[src/rtl/vec_alu_pipe.sv]
`default_nettype none
// ============================================================================
// Module   : vec_alu_pipe
// Purpose  : Pipelined LANES-wide vector ALU. It takes one command, then
//            streams operand beats to result beats through two register
//            stages with valid/ready backpressure.
// Revision : 1.0  initial release
// ============================================================================
module vec_alu_pipe #(
  parameter int DATA_W = 8,
  parameter int LANES  = 4,
  parameter int VLEN_W = 6
) (
  input  logic                      clk,
  input  logic                      rst_n,
  input  logic                      cmd_valid_i,
  output logic                      cmd_ready_o,
  input  logic [3:0]                cmd_opcode_i,
  input  logic [VLEN_W-1:0]         cmd_vlen_i,
  input  logic [DATA_W-1:0]         cmd_scalar_i,
  input  logic                      cmd_sat_i,
  input  logic                      in_valid_i,
  output logic                      in_ready_o,
  input  logic [LANES*DATA_W-1:0]   in_a_i,
  input  logic [LANES*DATA_W-1:0]   in_b_i,
  output logic                      out_valid_o,
  input  logic                      out_ready_i,
  output logic [LANES*DATA_W-1:0]   out_data_o,
  output logic                      out_last_o,
  output logic                      done_o,
  output logic                      err_op_o,
  output logic                      busy_o
);

  localparam logic [3:0] OP_ADD_VV  = 4'b0001;
  localparam logic [3:0] OP_SUB_VV  = 4'b0010;
  localparam logic [3:0] OP_XOR_VS  = 4'b0101;
  localparam logic [3:0] OP_SHL_VS  = 4'b0110;
  localparam logic [3:0] OP_SHR_VS  = 4'b0111;
  localparam logic [3:0] OP_ROTL_VS = 4'b1000;
  localparam logic [3:0] OP_ROTR_VS = 4'b1001;
  localparam logic [3:0] OP_ADD_VS  = 4'b1010;
  localparam logic [3:0] OP_SUB_VS  = 4'b1011;
  localparam logic [3:0] OP_OFS_VV  = 4'b1111;

  // Element width as a DATA_W-bit value, for shift/rotate amount compares.
  localparam logic [DATA_W-1:0] c_ELEM_W = DATA_W'(DATA_W);

  typedef enum logic [1:0] {
    IDLE  = 2'd0,
    RUN   = 2'd1,
    DRAIN = 2'd2
  } state_e;

  state_e                    state_q;
  logic [3:0]                op_q;
  logic [DATA_W-1:0]         scalar_q;
  logic                      sat_q;
  logic [VLEN_W-1:0]         rem_q;
  logic                      done_q;
  logic                      err_q;

  logic                      s1_valid_q;
  logic                      s1_last_q;
  logic [LANES*DATA_W-1:0]   s1_a_q;
  logic [LANES*DATA_W-1:0]   s1_b_q;
  logic                      out_valid_q;
  logic                      out_last_q;
  logic [LANES*DATA_W-1:0]   out_data_q;

  logic                      stall;
  logic                      in_fire;
  logic                      use_scalar_b;
  logic [LANES*DATA_W-1:0]   result_d;

  function automatic logic is_legal(input logic [3:0] op);
    case (op)
      OP_ADD_VV, OP_SUB_VV, OP_XOR_VS, OP_SHL_VS, OP_SHR_VS,
      OP_ROTL_VS, OP_ROTR_VS, OP_ADD_VS, OP_SUB_VS, OP_OFS_VV: is_legal = 1'b1;
      default: is_legal = 1'b0;
    endcase
  endfunction

  // One element: y is the second arithmetic operand (b or the scalar),
  // s is always the latched scalar used as shift/rotate amount or xor mask.
  function automatic logic [DATA_W-1:0] lane_op(
    input logic [3:0]        op,
    input logic [DATA_W-1:0] a,
    input logic [DATA_W-1:0] y,
    input logic [DATA_W-1:0] s,
    input logic              sat
  );
    logic [DATA_W:0]   sum;
    logic [DATA_W:0]   dif;
    logic [DATA_W-1:0] amt;
    logic [DATA_W-1:0] res;
    sum = {1'b0, a} + {1'b0, y};
    dif = {1'b0, a} - {1'b0, y};
    amt = s % c_ELEM_W;
    res = '0;
    case (op)
      OP_ADD_VV, OP_ADD_VS: res = (sat && sum[DATA_W]) ? '1 : sum[DATA_W-1:0];
      OP_SUB_VV, OP_SUB_VS: res = (sat && dif[DATA_W]) ? '0 : dif[DATA_W-1:0];
      OP_OFS_VV:  res = sum[DATA_W-1:0];
      OP_XOR_VS:  res = a ^ s;
      OP_SHL_VS:  res = (s >= c_ELEM_W) ? '0 : (a << s);
      OP_SHR_VS:  res = (s >= c_ELEM_W) ? '0 : (a >> s);
      OP_ROTL_VS: res = (amt == '0) ? a : ((a << amt) | (a >> (c_ELEM_W - amt)));
      OP_ROTR_VS: res = (amt == '0) ? a : ((a >> amt) | (a << (c_ELEM_W - amt)));
      default:    res = '0;
    endcase
    return res;
  endfunction

  // A held result beat freezes the whole pipe, including the input side.
  assign stall        = out_valid_q && !out_ready_i;
  assign in_ready_o   = (state_q == RUN) && (rem_q != '0) && !stall;
  assign in_fire      = in_valid_i && in_ready_o;
  assign use_scalar_b = (op_q == OP_ADD_VS) || (op_q == OP_SUB_VS);

  for (genvar i = 0; i < LANES; i++) begin : g_lane
    logic [DATA_W-1:0] a_l;
    logic [DATA_W-1:0] y_l;
    assign a_l = s1_a_q[i*DATA_W +: DATA_W];
    assign y_l = use_scalar_b ? scalar_q : s1_b_q[i*DATA_W +: DATA_W];
    assign result_d[i*DATA_W +: DATA_W] = lane_op(op_q, a_l, y_l, scalar_q, sat_q);
  end

  // Command FSM: latches the command, counts accepted beats, pulses done/err.
  always_ff @(posedge clk or negedge rst_n) begin
    if (!rst_n) begin
      state_q  <= IDLE;
      op_q     <= '0;
      scalar_q <= '0;
      sat_q    <= 1'b0;
      rem_q    <= '0;
      done_q   <= 1'b0;
      err_q    <= 1'b0;
    end else begin
      done_q <= 1'b0;
      err_q  <= 1'b0;
      case (state_q)
        IDLE: begin
          if (cmd_valid_i) begin
            op_q     <= cmd_opcode_i;
            scalar_q <= cmd_scalar_i;
            sat_q    <= cmd_sat_i;
            rem_q    <= cmd_vlen_i;
            if (!is_legal(cmd_opcode_i)) begin
              err_q  <= 1'b1;
              done_q <= 1'b1;
            end else if (cmd_vlen_i == '0) begin
              done_q <= 1'b1;
            end else begin
              state_q <= RUN;
            end
          end
        end
        RUN: begin
          if (in_fire) begin
            rem_q <= rem_q - VLEN_W'(1);
            if (rem_q == VLEN_W'(1)) begin
              state_q <= DRAIN;
            end
          end
        end
        DRAIN: begin
          if (out_valid_q && out_ready_i && out_last_q) begin
            done_q  <= 1'b1;
            state_q <= IDLE;
          end
        end
        default: state_q <= IDLE;
      endcase
    end
  end

  // Two-stage datapath: stage 1 holds operands, stage 2 holds the result.
  always_ff @(posedge clk or negedge rst_n) begin
    if (!rst_n) begin
      s1_valid_q  <= 1'b0;
      s1_last_q   <= 1'b0;
      s1_a_q      <= '0;
      s1_b_q      <= '0;
      out_valid_q <= 1'b0;
      out_last_q  <= 1'b0;
      out_data_q  <= '0;
    end else if (!stall) begin
      s1_valid_q  <= in_fire;
      s1_last_q   <= in_fire && (rem_q == VLEN_W'(1));
      if (in_fire) begin
        s1_a_q <= in_a_i;
        s1_b_q <= in_b_i;
      end
      out_valid_q <= s1_valid_q;
      out_last_q  <= s1_valid_q && s1_last_q;
      if (s1_valid_q) begin
        out_data_q <= result_d;
      end
    end
  end

  assign cmd_ready_o = (state_q == IDLE);
  assign busy_o      = (state_q != IDLE);
  assign out_valid_o = out_valid_q;
  assign out_last_o  = out_last_q;
  assign out_data_o  = out_data_q;
  assign done_o      = done_q;
  assign err_op_o    = err_q;

endmodule
`default_nettype wire

[config.mk]
export PLATFORM = sky130hd
export DESIGN_NAME = vec_alu_pipe
export DESIGN_NICKNAME = d
export VERILOG_FILES = /design/src/rtl/vec_alu_pipe.sv
export SDC_FILE = /design/constraint.sdc
export NUM_CORES = 1
export LEC_CHECK = 0
export CORE_UTILIZATION = 43
export DETAILED_ROUTE_END_ITERATION = 12
export RECOVER_POWER = 100
export SYNTH_ARGS = -nofsm -noshare
export SYNTH_HDL_FRONTEND = slang
export SYNTH_SLANG_ARGS = --single-unit
[constraint.sdc]
create_clock -name clk -period 6.2 [get_ports clk]
set_input_delay 1.55 -clock clk [delete_from_list [all_inputs] [get_ports clk]]
set_output_delay 1.55 -clock clk [all_outputs]
set_load 0.02 [all_outputs]
==> results of run 1 <==
==> flip-flops by register name, summed over array words and instances, names as in the netlist <==
signal	cells
err_op_o	1
s1_valid_q	1
s1_a_q	32
out_valid_o	1
s1_last_q	1
out_data_o	32
out_last_o	1
state_q	2
scalar_q	8
sat_q	1
rem_q	6
op_q	4
done_o	1
s1_b_q	32
==> stage by stage <==
stage                     cell area [um2]  cells    util
final                               16500   2228  0.5019
after global routing                16500   2228  0.5019
after CTS                           16510   2228  0.5025
after detailed placement            15890   2196  0.4835
after global placement              15890   2196  0.4835
after floorplan                     14490   1753       -
==> metal layers <==
| metal | vias up | GRT usage | wire (um) |
|---|---|---|---|
| met3 | 129 | 0.07552 | 6045 |
| met5 | - | 0 | 0 |
| li1 | 6533 | - | - |
| met4 | 0 | 0.1272 | 2023 |
| met1 | 7135 | 0.4789 | 24680 |
| met2 | 976 | 0.4840 | 24340 |
==> cell families (layout without fill, tap and decap cells) <==
family	count (synthesis)	count (layout)
simple gates	466	466
flops	123	123
buf+inv	243	276
compound gates	561	561
mux	223	223
xor+xnor	48	48
fa+ha+maj	89	89
==> cell usage in the layout, fill, tap and decap left out, drive strengths merged, types with 31 or more instances in the layout <==
master / count
dlygate4sd3: 42
inv: 88
mux4: 40
ha: 81
mux2i: 77
o21ai: 132
nor2: 107
a221oi: 45
dfrtp: 123
buf: 33
nand2: 202
a21oi: 123
nor3: 32
mux2: 106
clkdlybuf4s50: 83
nand2b: 31
==> worst paths after layout <==
check / cells past startpoint / end / slack (ns)
setup / recovery: 8 / out_data_o[5]$_DFFE_PN0P_ / 0.97
min in group asynchronous: 1 / s1_a_q[6]$_DFFE_PN0P_ / 1.18
hold reg to reg: 1 / s1_last_q$_DFFE_PN0N_ / 0.50
hold / removal: 1 / s1_last_q$_DFFE_PN0N_ / 0.50
setup reg to reg: 8 / out_data_o[5]$_DFFE_PN0P_ / 0.97
max in group asynchronous: 2 / s1_a_q[30]$_DFFE_PN0P_ / 2.26
==> final cells by class <==
class	instances	area, um2
multi-input cells	1387	10410
repair buffers	162	1518
clock inverters	14	183.9
well taps	442	553.0
clock buffers	18	439.2
inverters	82	307.8
flip-flops and latches	123	3089
fillers	3241	16370
==> impl_metrics.yaml, run 1 <==
run_status:
  status: "complete, but fails checks"
  violations: "capacitance limit, slew limit"
layout:
  layout-drive-gt1-share: 0.1405
  diodes: 0
  syn_to_final_growth_pct: 13.88
  final_nets: 1950
job:
  maxCapViolCount: 1
worst_setup_path:
  crit_path_start_kind: "flip-flop"
  cp_max_fo: 48
  crit_top_cell: "a2111oi_0"
  max_stage_delay_ns: 1.30
  worstPathCellList: "inv_1 > ha_1 > nand2b_1 > a211oi_1 > a2111oi_0 > o22ai_1 > a2111oi_0 > a31oi_1"
  cp.required_ns: 6.48
  cp_slowest_cell: "ha_1"
  worstSetupPathType: "reg -> reg"
  cp-end-kind: "flip-flop"
  cp-startpoint: "scalar_q[2]$_DFFE_PN0P_"
  reg2reg_from: "scalar_q[2]$_DFFE_PN0P_"
  critPathArrivalTime_ns: 5.51
  path_delay_family: "compound AO/OA/AOI/OAI gates"
  critPathBufInv: 1
global_route:
  overflow: 0
  grt_antenna_before_repair: 0
  grt_use_total: 0.3342
  grt_max_degree: 83
  grt_pass1_wl_um: 86060
  grt_pass1_vias: 13506
timing:
  hold_viol: 0
  holdWs_ns: 0.4992
  finClkSkew_ns: 0.01465
  rsz0062_at_grt: "false"
  fmax_mhz: 191.3
  setup_violations: 0
  totalNegativeSetupSlack_ns: 0
  finalMaxSlewViolations: 43
  relSlewSlack: -0.5706
  period_minus_slack_ns: 5.227
  finalCritPeriodShare: 0.8431
  fin_ws_ns: 0.9725
  tightest_slew_ns: 2.356
clock_tree:
  tritoncts: "done"
  tritoncts_num_sinks: 123
  cts_hold_buf: 0
  post_cts_resized: 0
  clk_pin_slew_ns: 0.06
  cts_buffers: 17
  postCtsSetupRepairBufs: 0
  insertion_delay_ns: 0.45
  cts_max_level: 4
  clockBufferDepth: 2
  cts-root-buf: "clkbuf_16"
die:
  fp.dieH_um: 185.5
  start_util: 0.4408
  pin_count: 127
  die_x_um: 185.5
  core_area_mm2: 0.03287
  fp-row-count: 66
  die-area_mm2: 0.03443
synth:
  synthXorXnorAreaFrac: 0.02902
  synth_compound_area_frac: 0.2591
  synth_edf_count: 0
  synth_most_common_cell: "nand2_1"
  muxShareOfSynthArea: 0.1980
  synth_largest_area_cell: "dfrtp_1"
  avgSynthCellArea_um2: 8.264
  synth_top_family_by_area: "compound AO/OA/AOI/OAI gates"
  yosysWarnings: 0
  yosys-top-cells-area: "dfrtp_1 (21%), mux2_2 (8.2%), ha_1 (7.0%), mux4_2 (6.2%), mux2i_1 (5.3%)"
  synthFlopType: "dfrtp_1"
  async_flop_share: 1.000
  ys_seq_area_frac: 0.2125
  synth_top_area_share: 0.2125
  synth.distinct_cells: 79
  synth_common_cells: "nand2_1 (202), o21ai_0 (130), dfrtp_1 (123)"
  yosys_register_bits: 123
  synth_area_mm2: 0.01449
  synth_cells: 1753
  synth-simple-area-share: 0.1488
  synth_nets: 1930
  synth_fa_ha_area_frac: 0.08102
min_path:
  min_from: "s1_last_q$_DFFE_PN0N_"
  hold_class: "reg -> reg"
detailed_routing:
  num_vias: 14773
  wl_per_cell_um: 25.62
  drt_pass1_iterations: 7
  dr.first_iter.drc_count: 2005
  wl_um: 57080
  via_per_inst: 6.631
  ant_nets: 0
  drc: 0
place:
  place_congestion: 0.9621
  hpwl_um: 40880
  place_ws_ns: 1.485
  port_buffers: 126
Power of run 1 is not shown: default switching activity piles up to over one toggle a cycle in this logic, so the estimate is an artifact.
==> run 2: changes to the inputs <==
==> constraint.sdc (replaced) <==
create_clock -name clk -period 4.5 [get_ports clk]
set_input_delay 1.125 -clock clk [delete_from_list [all_inputs] [get_ports clk]]
set_output_delay 1.125 -clock clk [all_outputs]
set_load 0.02 [all_outputs]
==> impl_metrics.yaml, run 2 (synthesis gave the netlist of run 1 again) <==
timing:
  finalMaxSlewViolations: 116
  finClkSkew_ns: 0.01533
  tightest_slew_ns: 2.267
  fmax_mhz: 246.3
  setup_violations: 0
  hold_viol: 0
  totalNegativeSetupSlack_ns: 0
  finalCritPeriodShare: 0.9023
  relSlewSlack: -0.5115
  period_minus_slack_ns: 4.060
  rsz0062_at_grt: "false"
run_status:
  status: "complete, but fails checks"
  violations: "capacitance limit, slew limit"
worst_setup_path:
  critPathArrivalTime_ns: 4.39
  path_delay_family: "compound AO/OA/AOI/OAI gates"
  reg2reg_from: "op_q[2]$_DFFE_PN0P_"
  cp-startpoint: "op_q[2]$_DFFE_PN0P_"
  worstPathCellList: "nor2b_1 > nand2_1 > nand2_1 > nand2_1 > ha_1 > inv_1 > fa_1 > nor2b_1 > o21ai_0 > a21boi_0 > o311a_1 > o21ai_0 > o21ai_0 > o221a_2"
  cp_slowest_cell: "o21ai_0"
  worstSetupPathType: "reg -> reg"
  cp_max_fo: 17
  crit_path_start_kind: "flip-flop"
  cp.required_ns: 4.83
  max_stage_delay_ns: 0.63
  critPathBufInv: 1
  cp-end-kind: "flip-flop"
detailed_routing:
  drc: 0
  num_vias: 14909
  dr.first_iter.drc_count: 2107
  wl_per_cell_um: 25.54
  drt_pass1_iterations: 6
  ant_nets: 0
  wl_um: 57520
  via_per_inst: 6.620
layout:
  final_common_cell: "nand2_1"
  final_nets: 1975
  syn_to_final_growth_pct: 14.85
  diodes: 0
  layout-drive-gt1-share: 0.1525
  final_core_util: 0.5062
  fill_cells: 3241
  final_cell_mix: "nand2_1 (202), o21ai_0 (131), a21oi_1 (122)"
min_path:
  hold_class: "reg -> reg"
  min_from: "s1_last_q$_DFFE_PN0N_"
clock_tree:
  cts-root-buf: "clkbuf_16"
  tritoncts_num_sinks: 123
  cts_hold_buf: 0
  clk_pin_slew_ns: 0.07
  clockBufferDepth: 2
  tritoncts: "done"
  insertion_delay_ns: 0.45
  cts_max_level: 4
  cts_buffers: 17
place:
  place_congestion: 0.9941
  port_buffers: 126
  hpwl_um: 42430
global_route:
  grt_antenna_before_repair: 0
  grt_pass1_wl_um: 87030
  grt_use_total: 0.3368
  overflow: 0
  grt_pass1_vias: 13668
  grt_max_degree: 81
die:
  core_area_mm2: 0.03287
  fp.dieH_um: 185.5
  die-area_mm2: 0.03443
  die_x_um: 185.5
  start_util: 0.4408
  fp-row-count: 66
  pin_count: 127
job:
  maxCapViolCount: 2
==> run 2: final timing paths <==
path / end / slack (ns) / cells past startpoint
hold / removal: s1_last_q$_DFFE_PN0N_ / 0.48 / 1
setup / recovery: out_data_o[2]$_DFFE_PN0P_ / 0.44 / 14
setup reg to reg: out_data_o[2]$_DFFE_PN0P_ / 0.44 / 14
min in group asynchronous: s1_a_q[6]$_DFFE_PN0P_ / 1.36 / 1
max in group asynchronous: s1_b_q[2]$_DFFE_PN0P_ / 0.99 / 2
hold reg to reg: s1_last_q$_DFFE_PN0N_ / 0.48 / 1
==> run 2: metal layers <==
| metal | routed length [um] | vias to the layer above | share of wire | track usage |
|---|---|---|---|---|
| li1 | - | 6568 | - | - |
| met1 | 24890 | 7236 | 0.43 | 0.4872 |
| met2 | 24770 | 972 | 0.43 | 0.5008 |
| met3 | 6062 | 133 | 0.11 | 0.06633 |
| met4 | 1791 | 0 | 0.031 | 0.1036 |
| met5 | 0 | - | 0 | 0 |
==> run 2: final cells by class <==
cell class              count  area [um2]  area share
multi-input cells        1387       10400      0.6253
clock inverters            13       117.6    0.007069
well taps                 442       553.0     0.03324
inverters                  82       307.8     0.01850
repair buffers            187        1728      0.1039
flip-flops and latches    123        3089      0.1857
clock buffers              18       439.2     0.02640
==> run 2: what timing repair did <==
item | in CTS | in global routing
resized for setup | 0 | 1
buffers inserted | 0 | 0
endpoints found under the setup margin | 0 | 1
==> run 2: metrics by stage <==
step	instance area, um2	hold slack (ns)	instances	worst slack, ns
6_report	16640	0.4849	2252	0.4399
5_1_grt	16640	0.4974	2252	0.05596
4_1_cts	16660	0.4850	2252	0.4613
3_5_place_dp	16100	0.4706	2221	0.4937
3_3_place_gp	16100	0.4642	2221	0.6716
2_1_floorplan	14490	0.4492	1753	0.7655
Power of run 2 is left out for the same reason.
==> run 3: changes to the inputs <==
--- a/config.mk
+++ b/config.mk
@@ -5,6 +5,7 @@
 export SDC_FILE = /design/constraint.sdc
 export NUM_CORES = 1
 export LEC_CHECK = 0
+export CORE_MARGIN = 4
 export CORE_UTILIZATION = 43
 export DETAILED_ROUTE_END_ITERATION = 12
 export RECOVER_POWER = 100
==> impl_metrics.yaml, run 3 (synthesis gave the netlist of run 1 again) <==
layout:
  final_cells: 2248
  fill_cells: 3291
  diodes: 0
  finalInstanceArea_mm2: 0.01657
  multi_input_area_mm2: 0.01040
  final_common_cell: "nand2_1"
  final_cell_mix: "nand2_1 (202), o21ai_0 (130), a21oi_1 (122)"
  layout-drive-gt1-share: 0.1501
  syn_to_final_growth_pct: 14.40
  final_core_util: 0.5042
  ff_latch_area_mm2: 0.003089
  final_nets: 1971
place:
  port_buffers: 126
  dp_cells: 2217
  place_congestion: 0.9638
  hpwl_um: 42670
  placed_area_mm2: 0.01606
timing:
  fmax_mhz: 248.4
  relSlewSlack: -0.4077
  hold_viol: 0
  tightest_slew_ns: 2.111
  finalCritPeriodShare: 0.8945
  finalMaxSlewViolations: 105
  finClkSkew_ns: 0.01161
  rsz0062_at_grt: "false"
  period_minus_slack_ns: 4.025
  totalNegativeSetupSlack_ns: 0
  setup_violations: 0
run_status:
  violations: "capacitance limit, slew limit"
  status: "complete, but fails checks"
worst_setup_path:
  cp-end-kind: "flip-flop"
  crit_path_start_kind: "flip-flop"
  rrSetupSlack_ns: 0.47
  cp_max_fo: 13
  critPathArrivalTime_ns: 4.36
  r2r_cells: 15
  cp-startpoint: "op_q[2]$_DFFE_PN0P_"
  reg2reg_from: "op_q[2]$_DFFE_PN0P_"
  worstSetupPathType: "reg -> reg"
  cp.required_ns: 4.83
  r2r_end: "out_data_o[2]$_DFFE_PN0P_"
  crit_end: "out_data_o[2]$_DFFE_PN0P_"
detailed_routing:
  dr.first_iter.drc_count: 2002
  wl_um: 57290
  num_vias: 14721
  drc: 0
  drt_pass1_iterations: 7
  wl_per_cell_um: 25.48
  via_per_inst: 6.548
  ant_nets: 0
clock_tree:
  clk_pin_slew_ns: 0.07
  insertion_delay_ns: 0.45
  tritoncts: "done"
  cts_max_level: 4
  cts_buffers: 17
  clockBufferDepth: 2
  cts_hold_buf: 0
  cts-root-buf: "clkbuf_16"
  tritoncts_num_sinks: 123
die:
  die_x_um: 191.5
  fp-row-count: 66
  die-area_mm2: 0.03669
  start_util: 0.4408
  fp.dieH_um: 191.5
  core_area_mm2: 0.03287
  pin_count: 127
global_route:
  grt_antenna_before_repair: 0
  grt_pass1_wl_um: 87330
  overflow: 0
  grt_max_degree: 76
  grt_pass1_vias: 13920
  grt_use_total: 0.3090
job:
  maxCapViolCount: 2
min_path:
  hold_class: "reg -> reg"
run 3: repair_timing:
| action | 4_1_cts | 5_1_grt |
|---|---|---|
| resized for setup | 0 | 1 |
| endpoints found under the setup margin | 0 | 2 |
| buffers inserted | 0 | 0 |
run 3: cell type report:
| class | count | area share |
|---|---|---|
| clock buffer | 19 | 0.02612 |
| multi-input combinational | 1387 | 0.6277 |
| timing repair buffer | 183 | 0.1008 |
| tap | 442 | 0.03337 |
| clock inverter | 12 | 0.007022 |
| inverter | 82 | 0.01857 |
| sequential | 123 | 0.1864 |
run 3: how the worst min path moves through the flow:
stage,start,to,cells after the start
6_report,out_data_o[22]$_DFFE_PN0P_,out_data_o[22]$_DFFE_PN0P_,2
5_1_grt,s1_last_q$_DFFE_PN0N_,s1_last_q$_DFFE_PN0N_,1
4_1_cts,s1_last_q$_DFFE_PN0N_,s1_last_q$_DFFE_PN0N_,1
3_5_place_dp,s1_last_q$_DFFE_PN0N_,s1_last_q$_DFFE_PN0N_,1
3_3_place_gp,s1_last_q$_DFFE_PN0N_,s1_last_q$_DFFE_PN0N_,1
2_1_floorplan,s1_last_q$_DFFE_PN0N_,s1_last_q$_DFFE_PN0N_,1
run 3: layer usage:
layer,vias up,share of wire,GRT usage
met3,135,0.11,0.06191
met5,-,0,0
li1,6578,-,-
met1,7063,0.42,0.4431
met4,0,0.043,0.1191
met2,945,0.43,0.4580
run 3: per-stage QoR:
step / worst slack (ns) / hold WS (ns)
final: 0.4747 / 0.4953
after detailed placement: 0.3937 / 0.4706
after CTS: 0.3800 / 0.4914
after global routing: 0.1177 / 0.5001
after floorplan: 0.7655 / 0.4492
after global placement: 0.5977 / 0.4635
run 3: worst max-delay path, stage by stage (launching register included):
cell and delay, ns:
dfrtp_1 0.45, buf_4 0.21, nand2b_1 0.23, nor2_1 0.42
nand2_1 0.31, nand2_1 0.16, ha_1 0.17, inv_1 0.06
fa_1 0.43, nand2b_1 0.12, a221oi_1 0.10, nor3_1 0.38
nor3_2 0.18, a221oi_1 0.25, o21ai_0 0.15, o221a_2 0.27
Power of run 3 is left out for the same reason.
